===== src/rtl/video_pkg.sv =====
// Shared video definitions for the binary morphology stages.
//   RGB_W       : width of an RGB444 pixel word (12).
//   DEF_WIDTH   : default active pixels per line (400).
//   DEF_HEIGHT  : default active lines per frame (300).
//   dilate_state_t : control states of dilate_stream.
package video_pkg;

  localparam int RGB_W      = 12;
  localparam int DEF_WIDTH  = 400;
  localparam int DEF_HEIGHT = 300;

  typedef enum logic [2:0] {
    IDLE,
    PRIME,
    RUN,
    EOL_EXTRA,
    FLUSH
  } dilate_state_t;

endpackage


===== src/rtl/line_buf_1b.sv =====
// One line of 1-bit pixel storage, WIDTH entries deep, single port.
// The read is asynchronous, so a same-cycle write returns the old contents
// on rdata (read-before-write); this lets two instances form a row cascade.
// Ports:
//   clk   : pixel clock
//   addr  : column address
//   we    : write enable
//   wdata : bit to store at addr on the clock edge
//   rdata : current contents of addr
module line_buf_1b
  import video_pkg::*;
#(
  parameter int WIDTH = DEF_WIDTH,
  parameter int AW    = $clog2(WIDTH)
) (
  input  logic          clk,
  input  logic [AW-1:0] addr,
  input  logic          we,
  input  logic          wdata,
  output logic          rdata
);

  logic mem [WIDTH];

  assign rdata = mem[addr];

  always_ff @(posedge clk) begin
    if (we) mem[addr] <= wdata;
  end

endmodule


===== src/rtl/dilate_stream.sv =====
// Binary 3x3 dilation of a raster-order valid/ready pixel stream, zero padded
// at every frame border. Output pixel (x,y) leaves one cycle after input
// (x+1,y+1) is accepted; the right column and bottom row are produced from
// the EOL_EXTRA and FLUSH stall states.
// Build option: define DILATE_CROSS_EN for a plus-shaped kernel (centre and
// four orthogonal neighbours); otherwise the full 3x3 square is used.
// Ports:
//   clk, rst (async, active-low)
//   in_valid/in_ready  : input handshake; in_sof, in_eol, in_bit qualified by in_valid
//   out_valid/out_ready: output handshake; out_sof at (0,0), out_eol at x=WIDTH-1
//   out_value          : dilated bit replicated to 12 bits
module dilate_stream
  import video_pkg::*;
#(
  parameter int WIDTH  = DEF_WIDTH,
  parameter int HEIGHT = DEF_HEIGHT,
  parameter int CW     = 11
) (
  input  logic             clk,
  input  logic             rst,
  input  logic             in_valid,
  output logic             in_ready,
  input  logic             in_sof,
  input  logic             in_eol,
  input  logic             in_bit,
  output logic             out_valid,
  input  logic             out_ready,
  output logic             out_sof,
  output logic             out_eol,
  output logic [RGB_W-1:0] out_value
);

  localparam int AW = $clog2(WIDTH);
  localparam logic [CW-1:0] X_LAST = CW'(WIDTH - 1);
  localparam logic [CW-1:0] X_END  = CW'(WIDTH);
  localparam logic [CW-1:0] Y_LAST = CW'(HEIGHT - 1);
  localparam logic [CW-1:0] ONE    = CW'(1);
  localparam logic [CW-1:0] TWO    = CW'(2);

  // Window columns are {row above, centre row, row below} relative to the
  // output pixel: col_l/col_c are registered, col_r is the column arriving now.
  function automatic logic kernel(input logic [2:0] l, input logic [2:0] c,
                                  input logic [2:0] r);
`ifdef DILATE_CROSS_EN
    return (|c) | l[1] | r[1];
`else
    return |{l, c, r};
`endif
  endfunction

  dilate_state_t state, state_nxt;
  logic [CW-1:0] x, y, x_nxt, y_nxt;
  logic          active;
  logic [2:0]    col_l, col_c, col_r;
  logic [AW-1:0] lb_addr;
  logic          lb_we, row1_rd, row2_rd;
  logic          free, in_fire, shift, emit, emit_sof, emit_eol, emit_bit;
  logic          unused_eol;

  // Line position is taken from the x counter alone; in_eol is advisory.
  assign unused_eol = in_eol;

  assign free     = !out_valid || out_ready;
  assign emit_bit = kernel(col_l, col_c, col_r);

  always_comb begin
    state_nxt = state;
    x_nxt     = x;
    y_nxt     = y;
    shift     = 1'b0;
    emit      = 1'b0;
    emit_sof  = 1'b0;
    emit_eol  = 1'b0;
    lb_we     = 1'b0;
    col_r     = 3'b000;
    lb_addr   = (x < X_END) ? x[AW-1:0] : '0;
    in_ready  = active && free &&
                (state == IDLE || state == PRIME || state == RUN);
    in_fire   = in_valid && in_ready;
    case (state)
      IDLE: begin
        if (in_fire && in_sof) begin
          lb_we     = 1'b1;
          x_nxt     = ONE;
          y_nxt     = '0;
          state_nxt = PRIME;
        end
      end
      PRIME: begin
        if (in_fire) begin
          lb_we = 1'b1;
          if (in_sof) begin
            x_nxt = ONE;
            y_nxt = '0;
          end else if (x == X_LAST) begin
            x_nxt     = '0;
            y_nxt     = ONE;
            state_nxt = RUN;
          end else begin
            x_nxt = x + ONE;
          end
        end
      end
      RUN: begin
        // Row y-2 does not exist while the second line is arriving.
        col_r = {(y >= TWO) ? row2_rd : 1'b0, row1_rd, in_bit};
        if (in_fire) begin
          lb_we = 1'b1;
          if (in_sof) begin
            x_nxt     = ONE;
            y_nxt     = '0;
            state_nxt = PRIME;
          end else begin
            shift    = 1'b1;
            emit     = (x != '0);
            emit_sof = (x == ONE) && (y == ONE);
            if (x == X_LAST) begin
              x_nxt     = '0;
              state_nxt = EOL_EXTRA;
            end else begin
              x_nxt = x + ONE;
            end
          end
        end
      end
      EOL_EXTRA: begin
        // Right-edge pixel: col_r stays zero for the padding column.
        if (free) begin
          emit     = 1'b1;
          emit_eol = 1'b1;
          if (y == Y_LAST) begin
            x_nxt     = '0;
            state_nxt = FLUSH;
          end else begin
            y_nxt     = y + ONE;
            state_nxt = RUN;
          end
        end
      end
      FLUSH: begin
        // Bottom row: the two stored rows plus a zero row below; x runs one
        // past the last column so the final pixel sees a zero right column.
        col_r = (x < X_END) ? {row2_rd, row1_rd, 1'b0} : 3'b000;
        if (free) begin
          shift    = 1'b1;
          emit     = (x != '0);
          emit_eol = (x == X_END);
          if (x == X_END) begin
            x_nxt     = '0;
            y_nxt     = '0;
            state_nxt = IDLE;
          end else begin
            x_nxt = x + ONE;
          end
        end
      end
      default: state_nxt = IDLE;
    endcase
  end

  // Row cascade: row1 holds the previous line, row2 the one before it.
  line_buf_1b #(.WIDTH(WIDTH), .AW(AW)) u_row1 (
    .clk   (clk),
    .addr  (lb_addr),
    .we    (lb_we),
    .wdata (in_bit),
    .rdata (row1_rd)
  );

  line_buf_1b #(.WIDTH(WIDTH), .AW(AW)) u_row2 (
    .clk   (clk),
    .addr  (lb_addr),
    .we    (lb_we),
    .wdata (row1_rd),
    .rdata (row2_rd)
  );

  always_ff @(posedge clk or negedge rst) begin
    if (!rst) begin
      state     <= IDLE;
      x         <= '0;
      y         <= '0;
      active    <= 1'b0;
      out_valid <= 1'b0;
      out_sof   <= 1'b0;
      out_eol   <= 1'b0;
      out_value <= '0;
    end else begin
      state  <= state_nxt;
      x      <= x_nxt;
      y      <= y_nxt;
      active <= 1'b1;
      if (emit) begin
        out_valid <= 1'b1;
        out_sof   <= emit_sof;
        out_eol   <= emit_eol;
        out_value <= {RGB_W{emit_bit}};
      end else if (out_ready) begin
        out_valid <= 1'b0;
      end
    end
  end

  // Window columns; column 0 of each line starts with a zero left neighbour.
  always_ff @(posedge clk) begin
    if (shift) begin
      col_l <= (x == '0) ? 3'b000 : col_c;
      col_c <= col_r;
    end
  end

endmodule

===== config.mk =====
export PLATFORM = sky130hd
export DESIGN_NAME = dilate_stream
export DESIGN_NICKNAME = d
export VERILOG_FILES = /design/src/rtl/video_pkg.sv /design/src/rtl/line_buf_1b.sv /design/src/rtl/dilate_stream.sv
export SDC_FILE = /design/constraint.sdc
export NUM_CORES = 1
export LEC_CHECK = 0
export CAP_MARGIN = 20
export CORE_MARGIN = 1.5
export CORE_UTILIZATION = 45
export DETAILED_ROUTE_END_ITERATION = 10
export PLACE_DENSITY_LB_ADDON = 0.12
export SLEW_MARGIN = 0
export SYNTH_ARGS = -nofsm -noshare
export SYNTH_HDL_FRONTEND = slang
export SYNTH_SLANG_ARGS = --single-unit

===== constraint.sdc =====
create_clock -name clk -period 8.1 [get_ports clk]
set_input_delay 1.62 -clock clk [delete_from_list [all_inputs] [get_ports clk]]
set_output_delay 1.62 -clock clk [all_outputs]
set_load 0.01 [all_outputs]

==> results of run 1 <==
==> worst max-delay path, delay by kind of cell, from the launching register on <==
family,cells,cell delay [ps]
simple gates,4,1940
compound gates,3,1470
buf+inv,3,1230
flops,1,710
==> power by group through the flow <==
| stage | registers [uW] | logic, uW | clock network (uW) |
|---|---|---|---|
| 6_report | 5420 | 3360 | 4130 |
| 5_1_grt | 5420 | 3510 | 4330 |
| 4_1_cts | 5410 | 3310 | 4180 |
| 3_5_place_dp | 5510 | 3300 | 0 |
| 3_3_place_gp | 5500 | 3270 | 0 |
| 2_1_floorplan | 5590 | 2100 | 0 |
==> placed cells by master (no fill, tap or decap), types with 14 or more instances in the layout <==
cell type        synthesis  layout
o22ai_1                 89      89
a31oi_1                 15      14
nor3_1                  45      44
nor2b_1                 17      15
o31ai_1                 21      21
edfxtp_1               806     806
mux4_2                  42      42
buf_4                   41      88
clkbuf_16                0      95
clkinv_2                 0      17
nor4_1                  15      15
clkdlybuf4s50_1          0      20
nand2b_1                25      24
inv_1                   21      21
clkinv_1                 1      14
o221ai_1                23      23
mux2i_1                130     130
mux2_2                  48      48
nand4_1                 18      18
nor2_1                 532     530
a22oi_1                 27      27
a211oi_1                25      25
a2bb2oi_1               18      18
a21oi_1                 65      65
clkbuf_1               111      20
dfrtp_1                 30      26
nand2_1                107     104
o21ai_0                 61      61
nand3_1                 32      32
==> layout make-up <==
class / count / share of cell area [%]
Inverter: 22 / 0.204
Sequential cell: 836 / 61.6
Timing Repair Buffer: 120 / 2.59
Tap cell: 1050 / 3.24
Antenna cell: 1 / 0.00617
Multi-Input combinational cell: 1572 / 25.1
Clock buffer: 115 / 6.05
Clock inverter: 46 / 1.19
==> worst min-delay path by stage <==
stage / start / endpoint / slack (ps) / depth (start not counted)
finish: y[10]$_DFFE_PN0P_ / y[10]$_DFFE_PN0P_ / 490 / 1
global route: y[10]$_DFFE_PN0P_ / y[10]$_DFFE_PN0P_ / 510 / 1
CTS: y[10]$_DFFE_PN0P_ / y[10]$_DFFE_PN0P_ / 490 / 1
detailed placement: y[10]$_DFFE_PN0P_ / y[10]$_DFFE_PN0P_ / 480 / 1
global placement: y[10]$_DFFE_PN0P_ / y[10]$_DFFE_PN0P_ / 470 / 1
floorplan: y[10]$_DFFE_PN0P_ / y[10]$_DFFE_PN0P_ / 440 / 1
==> per-stage QoR <==
stage / utilization, % / area, sq um / instances / worst slack (ps) / hold WS (ps)
6_report: 51.1 / 40500 / 3762 / 2390 / 491
5_1_grt: 51.1 / 40500 / 3761 / 2330 / 514
4_1_cts: 51.0 / 40500 / 3760 / 2620 / 485
3_5_place_dp: 47.3 / 37600 / 3599 / 2620 / 478
3_3_place_gp: 47.3 / 37600 / 3596 / 2580 / 468
2_1_floorplan: - / 36300 / 2643 / 307 / 441
==> sequential cells by signal, summed over array words and instances, names as in the netlist, 3 cells and up <==
register	flops
x	11
u_row2.mem	400
u_row1.mem	400
col_c	3
col_l	3
y	11
state	3
==> metal layers <==
layer,track usage (%),vias to the layer above
li1,-,10100
met5,0,-
met2,44.8,1471
met4,11.7,2
met3,7.10,287
met1,40.1,12400
==> cells by family (layout without fill, tap and decap cells) <==
family	Yosys count	count (layout)	synth area share (%)
adder cells (fa/ha/maj)	6	6	0.207
multiplexers	220	220	7.68
flip-flops	836	836	68.7
AND/OR/NAND/NOR	867	867	10.5
buffers and inverters	235	303	3.41
AO/OA/AOI/OAI	472	472	9.32
other	1	2	0.0103
XOR/XNOR	6	6	0.145
==> flow_summary.json, run 1 <==
{
  "crit_path_start_kind": "register",
  "worstMarginPinSlew_ps": 1170,
  "numPortBuffers": 21,
  "ys_types": 91,
  "cts_tree": "built",
  "skew_ps": 28.5,
  "yosysMostFrequentCell": "edfxtp_1",
  "coreArea_sq_um": 79400,
  "hold_viol_final": 0,
  "synth_warnings": 0,
  "ctsResizeCount": 0,
  "ir_worst_vdd_mv": 0.276,
  "clock_latency_ps": 660,
  "path_cells": "or2_1, buf_4, nor3_4, buf_4, o21ai_0, nand4_1, nand4_1, a31oi_1, a21o_4, buf_4",
  "grt_pass1_vias": 23800,
  "status": "completed",
  "synth_top_area_share_pct": 66.6,
  "power_uw": 12900,
  "relSlewSlack_pct": 21.0,
  "worstSetupEndpointType": "register",
  "async_reset_ff_share_pct": 3.59,
  "tns_ps": 0,
  "vias": 24200,
  "leakagePower_uw": 0.0127,
  "routed.top_layer": "met5",
  "synth_top_flop_cell": "edfxtp_1",
  "r2r-end": "u_row2.mem[51]$_DFFE_PP_",
  "via_per_inst": 6.44,
  "wirelength_microns": 121000,
  "dr.pass1.iters": 6,
  "r2r_cells": 10,
  "clk_pin_slew_ps": 60,
  "postCtsHoldBufs": 0,
  "synth_edf_count": 806,
  "first_iter_violations": 3075,
  "r2r_slack_ps": 2390,
  "area_growth_pct": 11.6,
  "htreeDepth": 3,
  "critPathMaxFanout": 81,
  "crit_path_end": "u_row2.mem[51]$_DFFE_PP_",
  "numCtsBuffers": 89,
  "syn_inst": 2643,
  "maxCapViolations": 0,
  "slew_violations": 0,
  "arrival_ps": 6120,
  "avgSynthCellArea_sq_um": 13.7,
  "synth.largest_area_cell": "edfxtp_1",
  "rsz0062_at_grt": "no",
  "die-area_sq_um": 82400,
  "cts.sinks": 836,
  "pwr_density_cell_nw_per_um2": 319,
  "switching_share_pct": 32.0,
  "setup_viol": 0,
  "antenna_found_initial": 3,
  "worstSetupPathType": "reg2reg",
  "power_frac_clock_pct": 32.0,
  "critPathSlowestCell": "nor3_4",
  "p_comb_share_pct": 26.0,
  "met1_length_microns": 47700,
  "intPower_uw": 8780,
  "dp_hpwl_microns": 73000,
  "reg2reg_from": "x[9]$_DFFE_PN0P_",
  "wire_per_inst_microns": 32.1,
  "cp_common_cell": "buf_4",
  "final.min_clock_period_ps": 5710,
  "multiInputGateArea_sq_um": 10200,
  "grt_max_degree": 224,
  "netlist_area_sq_um": 36300,
  "initial_core_util_pct": 45.7,
  "synth_nets": 2656,
  "crit_start": "x[9]$_DFFE_PN0P_",
  "hold_path.class": "reg2reg",
  "pwr-share-seq_pct": 41.9,
  "synth_seq_cells": 836,
  "nets": 2654,
  "gr-total-overflow": 0,
  "finalCritPeriodShare_pct": 70.5,
  "grt_pass1_wl_microns": 172000,
  "synth_common_cells": "edfxtp_1 (806), nor2_1 (532), mux2i_1 (130)",
  "synth.yosys.seq_area_share_pct": 68.7,
  "drive_gt1_share_pct": 13.7,
  "cp.required_ps": 8510,
  "drc": 0,
  "dieWidth_microns": 287,
  "register_area_sq_um": 25000,
  "ant_nets": 0,
  "io-pin-count": 23,
  "p_switching_uw": 4130,
  "wl_met2_microns": 54400,
  "die_h_microns": 287,
  "cts_root_buf": "clkbuf_16",
  "fillers": 6810,
  "synthTopCellsByArea": "edfxtp_1 (67%), nor2_1 (5.5%), mux2i_1 (3.6%)",
  "slowest_delay_ps": 800,
  "post_cts_buffers": 0,
  "rows": 103,
  "max_freq_ghz": 0.175,
  "gp_congestion": 0.925,
  "track_usage_pct": 29.2,
  "wl_met3_microns": 12900,
  "ctsLongestPathBuffers": 3
}
Note: power is estimated with default switching activity, not from simulation.
==> inputs of run 2 (changes only) <==
- clock period: 8.1 -> 5.9 ns (I/O delays scaled with it)
==> flow_summary.json, run 2 (synthesized netlist as in run 1, its figures left out) <==
{
  "crit_start": "x[10]$_DFFE_PN0P_",
  "cp.required_ps": 6250,
  "cp_common_cell": "buf_4",
  "worstSetupPathType": "reg2reg",
  "critPathBufInv": 3,
  "cts.sinks": 836,
  "io-pin-count": 23,
  "postCtsHoldBufs": 0,
  "clock_latency_ps": 660,
  "pwr_density_cell_nw_per_um2": 438,
  "status": "completed",
  "grt_max_degree": 121,
  "first_iter_violations": 3555,
  "r2r_slack_ps": 760,
  "arrival_ps": 5490,
  "num_antenna_cells": 0,
  "wire_per_inst_microns": 32.2,
  "max_freq_ghz": 0.195,
  "worstMarginPinSlew_ps": 1120,
  "numPortBuffers": 21,
  "dp_hpwl_microns": 75100,
  "final.min_clock_period_ps": 5140,
  "cp.depth": 10,
  "maxCapViolations": 0,
  "initial_core_util_pct": 45.7,
  "tns_ps": 0,
  "dp.cells": 3625,
  "reg.largest.list": "u_row1.mem x400, u_row2.mem x400",
  "critPathMaxFanout": 43,
  "dr.pass1.iters": 6,
  "mostFrequentLayoutCell": "edfxtp_1",
  "worst_slack_ps": 762,
  "gr-total-overflow": 0,
  "ant_nets": 0,
  "cts_tree": "built",
  "nets": 2678,
  "drive_gt1_share_pct": 14.6,
  "path_cells": "a211oi_2, nand2_1, nor2_1, buf_4, a221oi_1, nand3_1, o221ai_1, a21o_4, buf_12, buf_4",
  "coreArea_sq_um": 79400,
  "grt_pass1_wl_microns": 173000,
  "wirelength_microns": 122000,
  "gp_congestion": 0.925,
  "track_usage_pct": 29.5,
  "crit_path_end": "u_row2.mem[308]$_DFFE_PP_",
  "dp_slack_ps": 1120,
  "via_per_inst": 6.46,
  "slowest_delay_ps": 850,
  "hold_viol_final": 0,
  "critPathSlowestCell": "a211oi_2",
  "cpLargestDelayFamily": "compound AO/OA/AOI/OAI gates",
  "cts_root_buf": "clkbuf_16",
  "relSlewSlack_pct": 25.3,
  "ir_worst_vdd_mv": 0.298,
  "rsz0062_at_grt": "no",
  "fin_cells": 3787,
  "r2r_cells": 10,
  "slew_violations": 0,
  "antenna_found_initial": 7,
  "setup_viol": 0,
  "post_cts_buffers": 0,
  "die_h_microns": 287,
  "die-area_sq_um": 82400,
  "worstSetupEndpointType": "register",
  "hold_path.class": "reg2reg",
  "r2r-end": "u_row2.mem[308]$_DFFE_PP_",
  "finalCritPeriodShare_pct": 87.1,
  "rows": 103,
  "grt_pass1_vias": 23900,
  "vias": 24500,
  "reg2reg_from": "x[10]$_DFFE_PN0P_",
  "numCtsBuffers": 88,
  "ctsResizeCount": 0,
  "clk_pin_slew_ps": 60,
  "dieWidth_microns": 287,
  "skew_ps": 27.1,
  "htreeDepth": 3,
  "ctsLongestPathBuffers": 3,
  "crit_path_start_kind": "register",
  "drc": 0,
  "area_growth_pct": 12.5,
  "leakagePower_uw": 0.0129,
  "final_cell_mix": "edfxtp_1 (806), nor2_1 (530), mux2i_1 (130), nand2_1 (103), buf_4 (103)"
}
==> run 2: worst min-delay path by stage <==
stage | startpoint | endpoint | slack [ps] | cells past startpoint
after global placement | y[10]$_DFFE_PN0P_ | y[10]$_DFFE_PN0P_ | 470 | 1
after detailed placement | y[10]$_DFFE_PN0P_ | y[10]$_DFFE_PN0P_ | 480 | 1
after CTS | y[10]$_DFFE_PN0P_ | y[10]$_DFFE_PN0P_ | 490 | 1
after global routing | y[10]$_DFFE_PN0P_ | y[10]$_DFFE_PN0P_ | 520 | 1
after floorplan | y[10]$_DFFE_PN0P_ | y[10]$_DFFE_PN0P_ | 440 | 1
final | y[10]$_DFFE_PN0P_ | y[10]$_DFFE_PN0P_ | 490 | 1
==> run 2: layer usage <==
layer  GRT usage, %  share of wire [%]  up-vias
li1               -                  -    10200
met1           41.2                 40    12500
met2           45.1                 45     1472
met3           6.60                 10      305
met4           11.9                4.5        8
met5              0              0.041        -
==> run 2: power breakdown <==
| group | leakage [uW] | switching (uW) | internal, uW |
|---|---|---|---|
| registers | 0.00761 | 160 | 7260 |
| clock network | 0.00144 | 2330 | 3340 |
| logic | 0.00382 | 3270 | 1560 |
==> run 2: layout make-up <==
type                    instances  area [sq um]
inverters                      22          82.6
clock buffers                 104          2370
repair buffers                145          1370
fillers                      6826         38500
well taps                    1050          1310
flip-flops and latches        836         25000
clock inverters                58           562
multi-input cells            1572         10200
==> run 2: worst register-to-register path: stages, from the launching register on <==
cell and delay [ps]:
dfrtp_1 640, a211oi_2 860, nand2_1 670, nor2_1 710, buf_4 360, a221oi_1 150
nand3_1 240, o221ai_1 350, a21o_4 370, buf_12 170, buf_4 310
==> run 2: metrics by stage <==
stage | utilization [%] | total power, uW | cell area, sq um | hold slack (ps)
after floorplan | - | 10400 | 36300 | 441
after global placement | 47.7 | 12200 | 37900 | 473
after detailed placement | 47.8 | 12300 | 37900 | 480
after CTS | 51.5 | 17900 | 40900 | 488
after global routing | 51.5 | 18400 | 40900 | 518
final | 51.5 | 17900 | 40900 | 487
